## src/rtl/mvm_feeder_if.sv

```systemverilog
// Byte load stream into the MVM operand feeder: data/valid from the source,
// ready back from the feeder.
interface mvm_feeder_if #(
    parameter int DW = 8
) ();
    logic [DW-1:0] s_data;
    logic          s_valid;
    logic          s_ready;

    modport master (output s_data, output s_valid, input s_ready);
    modport slave  (input s_data, input s_valid, output s_ready);
endinterface

```

## src/rtl/mvm_feeder.sv

```systemverilog
// Operand sequencer for the MAC stage: buffers an M x N weight matrix and an
// N-element vector from a byte stream, then replays them as (W[r][c], x[c]) pairs.
module mvm_feeder #(
    parameter int M  = 3,
    parameter int N  = 3,
    parameter int DW = 8
) (
    input  logic              clk,
    input  logic              reset,
    mvm_feeder_if.slave       s,
    input  logic              reuse_w,
    input  logic              pause,
    output logic [DW-1:0]     mac_a,
    output logic [DW-1:0]     mac_b,
    output logic              mac_valid,
    output logic              mac_last,
    output logic              busy
);

    localparam int WIW = (M * N > 1) ? $clog2(M * N) : 1;
    localparam int XIW = (N > 1) ? $clog2(N) : 1;
    localparam int RIW = (M > 1) ? $clog2(M) : 1;

    typedef enum logic [1:0] {
        LOAD_W  = 2'd0,
        LOAD_X  = 2'd1,
        COMPUTE = 2'd2
    } state_t;

    state_t            state_r;
    logic [WIW-1:0]    ld_cnt_r;
    logic [RIW-1:0]    r_cnt_r;
    logic [XIW-1:0]    c_cnt_r;
    logic [DW-1:0]     w_buf_r [M*N];
    logic [DW-1:0]     x_buf_r [N];
    logic [DW-1:0]     mac_a_r;
    logic [DW-1:0]     mac_b_r;
    logic              mac_valid_r;
    logic              mac_last_r;
    logic              s_ready_r;
    logic              busy_r;

    logic              xfer_s;
    logic [WIW-1:0]    w_idx_s;
    logic              last_s;

    assign xfer_s  = s.s_valid && s_ready_r;
    assign w_idx_s = WIW'(r_cnt_r) * WIW'(N) + WIW'(c_cnt_r);
    assign last_s  = (r_cnt_r == RIW'(M - 1)) && (c_cnt_r == XIW'(N - 1));

    // Operand buffers; no reset needed since every frame rewrites what it reads.
    always_ff @(posedge clk) begin
        if (xfer_s && (state_r == LOAD_W)) begin
            w_buf_r[ld_cnt_r] <= s.s_data;
        end
        if (xfer_s && (state_r == LOAD_X)) begin
            x_buf_r[ld_cnt_r[XIW-1:0]] <= s.s_data;
        end
    end

    // Load/issue state machine with all outputs registered.
    always_ff @(posedge clk) begin
        if (reset) begin
            state_r     <= LOAD_W;
            ld_cnt_r    <= WIW'(0);
            r_cnt_r     <= RIW'(0);
            c_cnt_r     <= XIW'(0);
            mac_a_r     <= {DW{1'b0}};
            mac_b_r     <= {DW{1'b0}};
            mac_valid_r <= 1'b0;
            mac_last_r  <= 1'b0;
            s_ready_r   <= 1'b1;
            busy_r      <= 1'b0;
        end else begin
            case (state_r)
                LOAD_W: begin
                    mac_valid_r <= 1'b0;
                    mac_last_r  <= 1'b0;
                    if (xfer_s) begin
                        if (ld_cnt_r == WIW'(M * N - 1)) begin
                            ld_cnt_r <= WIW'(0);
                            state_r  <= LOAD_X;
                        end else begin
                            ld_cnt_r <= ld_cnt_r + WIW'(1);
                        end
                    end
                end
                LOAD_X: begin
                    mac_valid_r <= 1'b0;
                    mac_last_r  <= 1'b0;
                    if (xfer_s) begin
                        if (ld_cnt_r == WIW'(N - 1)) begin
                            ld_cnt_r  <= WIW'(0);
                            state_r   <= COMPUTE;
                            s_ready_r <= 1'b0;
                            busy_r    <= 1'b1;
                        end else begin
                            ld_cnt_r <= ld_cnt_r + WIW'(1);
                        end
                    end
                end
                COMPUTE: begin
                    if (pause) begin
                        // Operands and indices hold so the paused pair issues next.
                        mac_valid_r <= 1'b0;
                        mac_last_r  <= 1'b0;
                    end else begin
                        mac_a_r     <= w_buf_r[w_idx_s];
                        mac_b_r     <= x_buf_r[c_cnt_r];
                        mac_valid_r <= 1'b1;
                        mac_last_r  <= last_s;
                        if (last_s) begin
                            r_cnt_r   <= RIW'(0);
                            c_cnt_r   <= XIW'(0);
                            state_r   <= reuse_w ? LOAD_X : LOAD_W;
                            s_ready_r <= 1'b1;
                            busy_r    <= 1'b0;
                        end else if (c_cnt_r == XIW'(N - 1)) begin
                            c_cnt_r <= XIW'(0);
                            r_cnt_r <= r_cnt_r + RIW'(1);
                        end else begin
                            c_cnt_r <= c_cnt_r + XIW'(1);
                        end
                    end
                end
                default: begin
                    state_r     <= LOAD_W;
                    ld_cnt_r    <= WIW'(0);
                    r_cnt_r     <= RIW'(0);
                    c_cnt_r     <= XIW'(0);
                    mac_valid_r <= 1'b0;
                    mac_last_r  <= 1'b0;
                    s_ready_r   <= 1'b1;
                    busy_r      <= 1'b0;
                end
            endcase
        end
    end

    assign s.s_ready = s_ready_r;
    assign mac_a     = mac_a_r;
    assign mac_b     = mac_b_r;
    assign mac_valid = mac_valid_r;
    assign mac_last  = mac_last_r;
    assign busy      = busy_r;

endmodule

```

## src/flat_wrapper.sv

```systemverilog
// flat-port wrapper written by rule: the top's interface ports become plain ports
module mvm_feeder_flat 
#(
    parameter int M  = 3,
    parameter int N  = 3,
    parameter int DW = 8
)
  (clk, reset, reuse_w, pause, mac_a, mac_b, mac_valid, mac_last, busy, s_s_data, s_s_valid, s_s_ready);
  mvm_feeder_if #(.DW(DW)) s_i ();
  input  logic clk;
  input  logic reset;
  input  logic reuse_w;
  input  logic pause;
  output logic [DW-1:0] mac_a;
  output logic [DW-1:0] mac_b;
  output logic mac_valid;
  output logic mac_last;
  output logic busy;
  input wire logic [$bits(s_i.s_data)-1:0] s_s_data;
  input wire logic [$bits(s_i.s_valid)-1:0] s_s_valid;
  output wire logic [$bits(s_i.s_ready)-1:0] s_s_ready;
  assign s_i.s_data = s_s_data;
  assign s_i.s_valid = s_s_valid;
  assign s_s_ready = s_i.s_ready;
  mvm_feeder #(.M(M), .N(N), .DW(DW)) u_core (.clk(clk), .reset(reset), .s(s_i), .reuse_w(reuse_w), .pause(pause), .mac_a(mac_a), .mac_b(mac_b), .mac_valid(mac_valid), .mac_last(mac_last), .busy(busy));
endmodule
```

## config.mk

```make
export PLATFORM = sky130hd
export DESIGN_NAME = mvm_feeder_flat
export DESIGN_NICKNAME = d
export VERILOG_FILES = /design/src/rtl/mvm_feeder_if.sv /design/src/rtl/mvm_feeder.sv /design/src/flat_wrapper.sv
export SDC_FILE = /design/constraint.sdc
export NUM_CORES = 1
export LEC_CHECK = 0
export BUFFER_PORTS_ARGS = -buffer_cell sky130_fd_sc_hd__buf_4
export CAP_MARGIN = 15
export CELL_PAD_IN_SITES_DETAIL_PLACEMENT = 2
export CELL_PAD_IN_SITES_GLOBAL_PLACEMENT = 2
export CORE_UTILIZATION = 47
export DETAILED_ROUTE_END_ITERATION = 10
export PLACE_DENSITY_LB_ADDON = 0.1
export SLEW_MARGIN = 20
export SYNTH_ARGS = -nofsm -noshare
export SYNTH_HDL_FRONTEND = slang
export SYNTH_SLANG_ARGS = --single-unit
```

## constraint.sdc

```tcl
create_clock -name clk -period 4.68 [get_ports clk]
set_input_delay 0.936 -clock clk [delete_from_list [all_inputs] [get_ports clk]]
set_output_delay 0.936 -clock clk [all_outputs]
set_load 0.05 [all_outputs]
```

-- Word-level counts from Yosys, hierarchy flattened
Memories as Yosys holds them, arrays and structs flattened. A register that Yosys moved wholly into a read port is not among the register bits.
Index checks and enable logic that the tools add are counted.
- bits in writable memories: 96
- word-level logic and storage cells: 82
- bits of input ports: 13
- bits in registers: 14
- output and inout port bits: 20
- memories kept: 2
- multiply operators: 1
- mux-type cells: 36
- bitwise operators: 4
- reduce and logical (&&, ||, !) cells: 14
- equality and inequality tests: 13
- add/subtract/negate cells: 4
- memories (memory ; words ; width ; rd ports ; clocked after Yosys merged registers in ; write ports ; line ; source):
    u_core.w_buf_r ; 9 ; 8 ; 1 ; 1 ; 1 ; mvm_feeder.sv:34 ; logic [DW-1:0] w_buf_r [M*N];
    u_core.x_buf_r ; 3 ; 8 ; 1 ; 1 ; 1 ; mvm_feeder.sv:35 ; logic [DW-1:0] x_buf_r [N];
- operators by type and width (operator ; number):
    two-way mux 2 bit ; 12
    two-way mux 4 bit ; 4
    two-way mux 1 bit ; 14
    one-hot mux 4 bit (3 select lines) ; 1
    one-hot mux 2 bit (2 select lines) ; 2
    equality test 2 bit (second input constant) ; 3
    inequality test 2 x 1 -> 1 bit (second input constant) ; 3
    inequality test 2 bit (second input constant) ; 3
    one-hot mux 1 bit (3 select lines) ; 2
    one-hot mux 2 bit (3 select lines) ; 1
    AND reduction 3 bit ; 2
    AND reduction 6 bit ; 1
    AND reduction 5 bit ; 1
    adder 2 x 1 -> 2 bit (second input constant) ; 2
    adder 4 x 1 -> 4 bit (second input constant) ; 1
    adder 4 x 2 -> 4 bit ; 1
    equality test 4 x 2 -> 1 bit (second input constant) ; 1
    equality test 4 bit (second input constant) ; 1
    logical AND 1 bit ; 4
    multiplier 2 x 2 -> 4 bit (second input constant) ; 1
    inverter 1 bit ; 4
    AND reduction 2 bit ; 2
    OR reduction 2 bit ; 2
    inequality test 3 x 1 -> 1 bit (second input constant) ; 1
    other kinds (3) ; 3

-- Depth between registers and ports, before layout
Gate-level depths: netlist (run 1).
- depth in word-level cells: 5
- depth in mapped cells: 13
- depth with buffers taken out: 10

-- Worst setup path before layout (run 1)
OpenSTA, ideal clock, no wires.
- path kind: reg-to-reg
- from: register u_core.c_cnt_r[1]
- to: register u_core.mac_a_r[0] (netlist: u_core.mac_a[0]) (read register of u_core.w_buf_r)
- data arrival time: 2.953 ns
- buffers on the path: 3
- stages on the path, launching flop included: 14
- library setup time: 0.131 ns
- required time: 4.549 ns
- period minus slack after synthesis: 3.084 ns
- slack: 1.596 ns
- cell sequence: dfxtp_1 > clkinv_1 > buf_1 > fa_1 > inv_1 > ha_1 > inv_1 > fa_1 > buf_2 > buf_2 > mux4_2 > mux2i_1 > a211o_1 > a21oi_2
- word-level cells in the longest chain between the ends: 1
- ends and longest elaborated chain (element ; line ; source):
    start: declaration ; mvm_feeder.sv:33 ; logic [XIW-1:0] c_cnt_r;
    start signal: assignment ; mvm_feeder.sv:122 ; c_cnt_r <= c_cnt_r + XIW'(1);
    adder 4 x 2 -> 4 bit ; mvm_feeder.sv:48 ; assign w_idx_s = WIW'(r_cnt_r) * WIW'(N) + WIW'(c_cnt_r);
    end: declaration ; mvm_feeder.sv:36 ; logic [DW-1:0] mac_a_r;
Every way passes these cells.
A chain may end at the register's enable or synchronous reset.

-- Final worst setup path (run 1)
- from: register u_core.c_cnt_r[1]
- to: register u_core.mac_a_r[1] (netlist: u_core.mac_a[1]) (read register of u_core.w_buf_r)
The elaborated chain is that of the path after synthesis.

==> results of run 1 <==
[power by group through the flow]
stage / combinational (mW) / clock [mW] / sequential, mW
final: 0.165 / 1.38 / 1.31
after global placement: 0.147 / 0 / 1.32
after floorplan: 0.102 / 0 / 1.30
after detailed placement: 0.160 / 0 / 1.32
after global routing: 0.177 / 1.44 / 1.31
after CTS: 0.166 / 1.40 / 1.31
[layout by cell type, fill, tap and decap left out, types with 4 or more instances in the layout]
cell type,count
edfxtp_1,96
buf_4,36
nand2_1,32
dfxtp_1,30
a21oi_1,23
nor2_1,21
mux2i_1,16
clkbuf_16,16
mux4_2,13
a211o_1,8
o211ai_1,8
inv_1,7
and3_1,7
ha_1,7
inv_6,7
nor3_1,6
nand2b_1,5
nand3_1,5
and2_1,4
[critical path: stages (launching register included)]
cell and delay, ps:
dfxtp_1 440, clkinv_1 120, buf_4 210, fa_1 480
inv_1 80, ha_1 150, inv_1 60, fa_1 940
buf_4 270, mux4_2 320, mux2i_1 200, a211o_1 170
a21oi_1 70
[sequential cells by signal (all words and copies together) (netlist names)]
signal and count:
u_core.w_buf_r 72, u_core.c_cnt_r 2, u_core.s.s_ready 1, u_core.x_buf_r 24
u_core.mac_a 8, u_core.mac_last 1, u_core.r_cnt_r 2, u_core.state_r 2
u_core.busy 1, u_core.mac_valid 1, u_core.mac_b 8, u_core.ld_cnt_r 4
[kinds of logic (layout without fill, tap and decap cells)]
kind of cell	count (synthesis)	after routing
adders and majority gates	9	9
muxes	32	32
buffers and inverters	27	76
AOI/OAI and AO/OA	54	54
and+or+nand+nor	94	94
DFF	126	126
[metal layers]
layer	GRT usage [%]	wire (um)
met5	0	0
met4	11.6	389
met3	6.19	662
met2	47.1	7540
met1	37.6	6250
[cell type report]
class	count	area, sq um
Sequential cell	126	3480
Clock inverter	15	194
Tap cell	136	170
Multi-Input combinational cell	189	1490
Clock buffer	17	414
Fill cell	909	4370
Timing Repair Buffer	36	270
Inverter	8	30.0
[per-stage QoR]
step	setup WS, ps	hold WS [ps]	instance area, sq um	cells
floorplan	1600	449	5110	342
global placement	1370	446	5440	495
CTS	1030	470	6050	527
global route	861	491	6050	527
finish	1040	463	6050	527
detailed placement	1120	455	5440	495
[worst min path at each step]
| stage | from | to | slack (ps) |
|---|---|---|---|
| 3_3_place_gp | u_core.mac_b[7]$_SDFFE_PP0P_ | u_core.mac_b[7]$_SDFFE_PP0P_ | 450 |
| 2_1_floorplan | u_core.r_cnt_r[1]$_SDFFE_PP0P_ | u_core.r_cnt_r[1]$_SDFFE_PP0P_ | 450 |
| 6_report | u_core.mac_b[0]$_SDFFE_PP0P_ | u_core.mac_b[0]$_SDFFE_PP0P_ | 460 |
| 3_5_place_dp | u_core.mac_b[2]$_SDFFE_PP0P_ | u_core.mac_b[2]$_SDFFE_PP0P_ | 460 |
| 5_1_grt | u_core.mac_b[0]$_SDFFE_PP0P_ | u_core.mac_b[0]$_SDFFE_PP0P_ | 490 |
| 4_1_cts | u_core.mac_b[5]$_SDFFE_PP0P_ | u_core.mac_b[5]$_SDFFE_PP0P_ | 470 |
==> flow_summary_export.csv, run 1 <==
group,metric,value,unit
status,status,"finished clean",
die,chipWidth,106,um
route,drtIter0Drc,210,
placement,port-buffer-count,32,
flow_run,maxCapViolations,0,
route,routed_wl,14.8,mm
setup_path,startpoint,"u_core.c_cnt_r[1]$_SDFFE_PP0P_",
logic_synthesis,synthMuxAreaShare,10.4,%
route,dr.pass1.iters,5,
logic_synthesis,synth_common_cells,"edfxtp_1 (96), nand2_1 (32), dfxtp_1 (30)",
timing,finalHoldViolations,0,
finish,drive_above_1_share,21.7,%
power,power.switching,702,uW
logic_synthesis,synth_fa_ha_area_share,2.50,%
route,antenna_left,0,
clock_tree,cts-root-buf,"clkbuf_8",
power,p_seq_share,45.8,%
logic_synthesis,syn-cell-area,0.00511,sq mm
grt,grt_pass1_vias,3507,
setup_path,crit_end,"u_core.mac_a[1]$_SDFFE_PP0P_",
timing,finalCritPeriodShare,77.9,%
timing,slew_violations,0,
logic_synthesis,synth_top_area_share,56.4,%
die,io_pins,33,
route,wire_per_inst,28.2,um
logic_synthesis,ys_seq_elements,126,
logic_synthesis,synth_compound_area_share,7.09,%
route,drc,0,
clock_tree,ctsHoldBuffers,0,
timing,setup_violations,0,
logic_synthesis,synth.largest_area_cell,"edfxtp_1",
logic_synthesis,postSynthAreaPerCell,15.0,sq um
grt,grt_max_degree,31,
power,power.share.switching,24.6,%
logic_synthesis,ys_warn_count,0,
timing,grt_setup_unrepaired,"no",
setup_path,reg2reg_from,"u_core.c_cnt_r[1]$_SDFFE_PP0P_",
die,initial_core_util,49.1,%
grt,antenna_found_initial,0,
finish,antenna_cells,0,
logic_synthesis,synth_cells,342,
placement,gp_congestion,0.720,
setup_path,regToRegEndpoint,"u_core.mac_a[1]$_SDFFE_PP0P_",
die,die-area,0.0113,sq mm
clock_tree,clk_latency,520,ps
power,p_comb_share,5.8,%
setup_path,crit_type,"flip-flop to flip-flop",
clock_tree,postCtsSetupRepairBufs,0,
setup_path,r2r_slack,1040,ps
logic_synthesis,synth.most_common_cell,"edfxtp_1",
logic_synthesis,yosys.area_share.xor_xnor,0,%
hold_path,min_path_type,"flip-flop to flip-flop",
grt,track_usage,28.9,%
die,rows,37,
clock_tree,numCtsBuffers,17,
timing,relSlewSlack,27.6,%
timing,setup_tns,0,ps
logic_synthesis,ys_async_sr_fraction,0,%
clock_tree,cts.clk_slew.worst_paths,60,ps
power,ir_drop,0.298,mV
setup_path,endpoint_kind,"flip-flop",
route,vias_per_cell,6.03,
logic_synthesis,synth_edf_count,96,
logic_synthesis,synthSimpleGateAreaFrac,9.12,%
power,intPower,2.15,mW
setup_path,worst_ep_required_time,5070,ps
power,powerDensity,471,mW/mm^2
clock_tree,clock_path_buffers,2,
placement,dp_hpwl,8.97,mm
logic_synthesis,synth-main-ff-cell,"edfxtp_1",
clock_tree,cts_tree,"yes",
logic_synthesis,yosysUniqueCellTypes,46,
timing,worst_clock_skew,9.75,ps
logic_synthesis,syn-num-nets,364,
timing,fmaxAchievable,274,MHz
setup_path,cp_max_fo,18,
logic_synthesis,synth_top_family_by_area,"multiplexers",
setup_path,cp_data_arrival_time,4040,ps
timing,tightest_slew,1090,ps
finish,utilization,58.1,%
logic_synthesis,synth_area_leaders,"edfxtp_1 (56%), dfxtp_1 (12%), mux4_2 (5.7%), mux2i_1 (3.1%), nand2_1 (2.3%)",
grt,grt.overflow.total,0,
clock_tree,cts_sinks,126,
clock_tree,ctsResizeCount,0,
route,vias,3179,
finish,fin_nets,400,
power,p_leak,2.08,nW
clock_tree,cts_max_level,4,
logic_synthesis,yosysSeqAreaShare,68.1,%
timing,period_minus_slack,3640,ps
finish,areaGrowthSynthToFinish,18.3,%
power,pwr-share-clk,48.4,%
grt,grt_first_pass_wirelength,22.6,mm
setup_path,ff2ff_path_depth,12,
power,report.power.total,2.85,mW
die,design.core.area,0.0104,sq mm
hold_path,whs_path_depth,2,
die,die_h,106,um
setup_path,worstSetupStartpointType,"flip-flop",
Note: power is estimated with default switching activity, not from simulation.
==> run 2, diff against run 1 <==
--- a/config.mk
+++ b/config.mk
@@ -5,11 +5,12 @@
 export SDC_FILE = /design/constraint.sdc
 export NUM_CORES = 1
 export LEC_CHECK = 0
+export ABC_AREA = 1
 export BUFFER_PORTS_ARGS = -buffer_cell sky130_fd_sc_hd__buf_4
 export CAP_MARGIN = 15
 export CELL_PAD_IN_SITES_DETAIL_PLACEMENT = 2
 export CELL_PAD_IN_SITES_GLOBAL_PLACEMENT = 2
-export CORE_UTILIZATION = 47
+export CORE_UTILIZATION = 36
 export DETAILED_ROUTE_END_ITERATION = 10
 export PLACE_DENSITY_LB_ADDON = 0.1
 export SLEW_MARGIN = 20
==> constraint.sdc (replaced) <==
create_clock -name clk -period 3.2 [get_ports clk]
set_input_delay 0.64 -clock clk [delete_from_list [all_inputs] [get_ports clk]]
set_output_delay 0.64 -clock clk [all_outputs]
set_load 0.05 [all_outputs]
==> flow_summary_export.csv, run 2 <==
group,metric,value,unit
logic_synthesis,ys_seq_elements,126,
setup_path,cpMaxStageDelayCell,"fa_1",
flow_run,maxCapViolations,0,
timing,setup_tns,0,ps
logic_synthesis,synth_fa_ha_area_share,2.41,%
timing,whs,474,ps
clock_tree,cts-root-buf,"clkbuf_16",
clock_tree,clock_path_buffers,2,
power,p_leak,2.63,nW
die,io_pins,33,
grt,grt_first_pass_wirelength,23.8,mm
clock_tree,ctsResizeCount,0,
finish,largest_reg_flops,72,
grt,antenna_found_initial,0,
logic_synthesis,synth.largest_area_cell,"edfxtp_1",
route,wire_per_inst,21.1,um
power,powerDensity,596,mW/mm^2
finish,regMostFlops,"u_core.w_buf_r",
grt,grt_max_degree,33,
setup_path,cp_data_arrival_time,2980,ps
setup_path,cp_num_buf_inv,4,
clock_tree,ctsHoldBuffers,0,
setup_path,r2r_slack,570,ps
logic_synthesis,synth_top_area_share,54.4,%
logic_synthesis,synthMuxAreaShare,0,%
grt,grt.overflow.total,0,
power,ir_drop,0.352,mV
setup_path,crit_type,"flip-flop to flip-flop",
logic_synthesis,synth_top_family_by_area,"simple AND/OR/NAND/NOR gates",
logic_synthesis,synth_cells,512,
finish,seqCellArea,0.00348,sq mm
logic_synthesis,yosysSeqAreaShare,65.7,%
clock_tree,clk_latency,420,ps
timing,tightest_slew,959,ps
logic_synthesis,yosysUniqueCellTypes,27,
setup_path,critPathTopFamily,"adder cells",
timing,period_minus_slack,2630,ps
placement,gp_congestion,0.784,
die,die-area,0.0152,sq mm
hold_path,min_path_type,"input port to flip-flop",
clock_tree,cts_max_level,4,
logic_synthesis,syn-num-nets,534,
placement,port-buffer-count,32,
finish,fin_nets,576,
clock_tree,postCtsSetupRepairBufs,0,
finish,multi_input_area,0.00143,sq mm
setup_path,worstSetupStartpointType,"flip-flop",
timing,slew_violations,0,
logic_synthesis,synth_common_cells,"nand2_1 (117), edfxtp_1 (96), inv_1 (71)",
placement,dp_hpwl,10.4,mm
timing,worst_clock_skew,6.49,ps
logic_synthesis,synth_compound_area_share,6.58,%
route,drtIter0Drc,209,
setup_path,cp_slowest_stage_delay,690,ps
logic_synthesis,synth-main-ff-cell,"edfxtp_1",
route,drc,0,
setup_path,path_cells,"inv_2 -> fa_1 -> inv_1 -> ha_1 -> inv_1 -> fa_1 -> inv_1 -> nand3_1 -> nand3_1 -> a21oi_1",
route,antenna_left,0,
logic_synthesis,synth_area_leaders,"edfxtp_1 (54%), dfxtp_1 (11%), nand2_1 (8.3%), nand3_1 (5.9%), inv_1 (5.0%)",
die,initial_core_util,37.5,%
logic_synthesis,postSynthAreaPerCell,10.4,sq um
logic_synthesis,synth_edf_count,96,
route,vias_per_cell,5.18,
die,chipWidth,123,um
status,status,"finished clean",
setup_path,endpoint_kind,"flip-flop",
logic_synthesis,ys_async_sr_fraction,0,%
clock_tree,cts_tree,"yes",
clock_tree,cts_sinks,126,
route,dr.pass1.iters,4,
setup_path,cp_max_fo,10,
finish,areaGrowthSynthToFinish,19.0,%
timing,finalHoldViolations,0,
grt,track_usage,22.4,%
power,report.power.total,3.76,mW
clock_tree,cts.clk_slew.worst_paths,50,ps
timing,setup_violations,0,
setup_path,path_common_cell,"inv_1",
timing,grt_setup_unrepaired,"no",
finish,final_cell_mix,"nand2_1 (117), edfxtp_1 (96), inv_1 (71)",
logic_synthesis,syn-cell-area,0.00530,sq mm
timing,relSlewSlack,35.8,%
logic_synthesis,synth.most_common_cell,"nand2_1",
finish,drive_above_1_share,14.6,%
finish,fillerInstances,1493,
timing,fmaxAchievable,380,MHz
finish,final_common_cell,"nand2_1",
timing,finalCritPeriodShare,82.2,%
die,rows,43,
finish,antenna_cells,0,
clock_tree,numCtsBuffers,17,
route,routed_wl,15.8,mm
setup_path,worst_ep_required_time,3550,ps
grt,grt_pass1_vias,4143,
logic_synthesis,yosys.area_share.xor_xnor,0.165,%
die,design.core.area,0.0141,sq mm
logic_synthesis,synthSimpleGateAreaFrac,17.8,%
route,vias,3867,
die,die_h,123,um
logic_synthesis,ys_warn_count,0,
run 2: cell types whose count changed after synthesis, moves of 6 or more:
cell	change
a21oi_1	+7
a211o_1	-8
nand3_1	+57
o211ai_1	-7
nand4_1	+6
and3_1	-7
nand2_1	+85
mux2i_1	-16
o21ai_0	+16
inv_1	+64
buf_2	+6
mux4_2	-13
run 2: area by class of cell:
class | count | share of cell area [%]
Sequential cell | 126 | 55.2
Multi-Input combinational cell | 291 | 22.7
Clock buffer | 19 | 7.02
Timing Repair Buffer | 43 | 5.12
Inverter | 75 | 4.46
Tap cell | 180 | 3.57
Clock inverter | 13 | 1.94
run 2: stage by stage:
step | std cells | util (%) | worst slack, ps | cell area (sq um)
after global placement | 715 | 40.6 | 710 | 5740
after global routing | 747 | 44.6 | 408 | 6310
after floorplan | 512 | - | 650 | 5300
final | 747 | 44.6 | 570 | 6310
after CTS | 747 | 44.6 | 585 | 6310
after detailed placement | 715 | 40.6 | 636 | 5740
run 2: cell families (layout without fill, tap and decap cells):
| logic type | Yosys count | in the layout |
|---|---|---|
| AO/OA/AOI/OAI | 64 | 64 |
| XOR/XNOR | 1 | 1 |
| adder cells (fa/ha/maj) | 9 | 9 |
| buffers and inverters | 95 | 150 |
| flip-flops | 126 | 126 |
| AND/OR/NAND/NOR | 217 | 217 |
run 2: path summary, 6_finish.rpt:
path	start	to	cells after the start
max	u_core.c_cnt_r[1]$_SDFFE_PP0P_	u_core.mac_a[5]$_SDFFE_PP0P_	10
min	reset	u_core.ld_cnt_r[1]$_SDFFE_PP0P_	2
max reg2reg	u_core.c_cnt_r[1]$_SDFFE_PP0P_	u_core.mac_a[5]$_SDFFE_PP0P_	10
min reg2reg	u_core.busy$_SDFFE_PP0P_	u_core.busy$_SDFFE_PP0P_	2
run 2: power breakdown:
group | internal, mW | switching (mW)
clock network | 1.15 | 0.703
registers | 1.78 | 0.00849
logic | 0.0307 | 0.0819
total | 2.96 | 0.793
run 2: layer usage:
layer / GRT usage [%] / routed length (um)
met5: 0 / 0
met4: 7.76 / 235
met3: 4.84 / 574
met2: 37.3 / 7760
met1: 28.7 / 7210
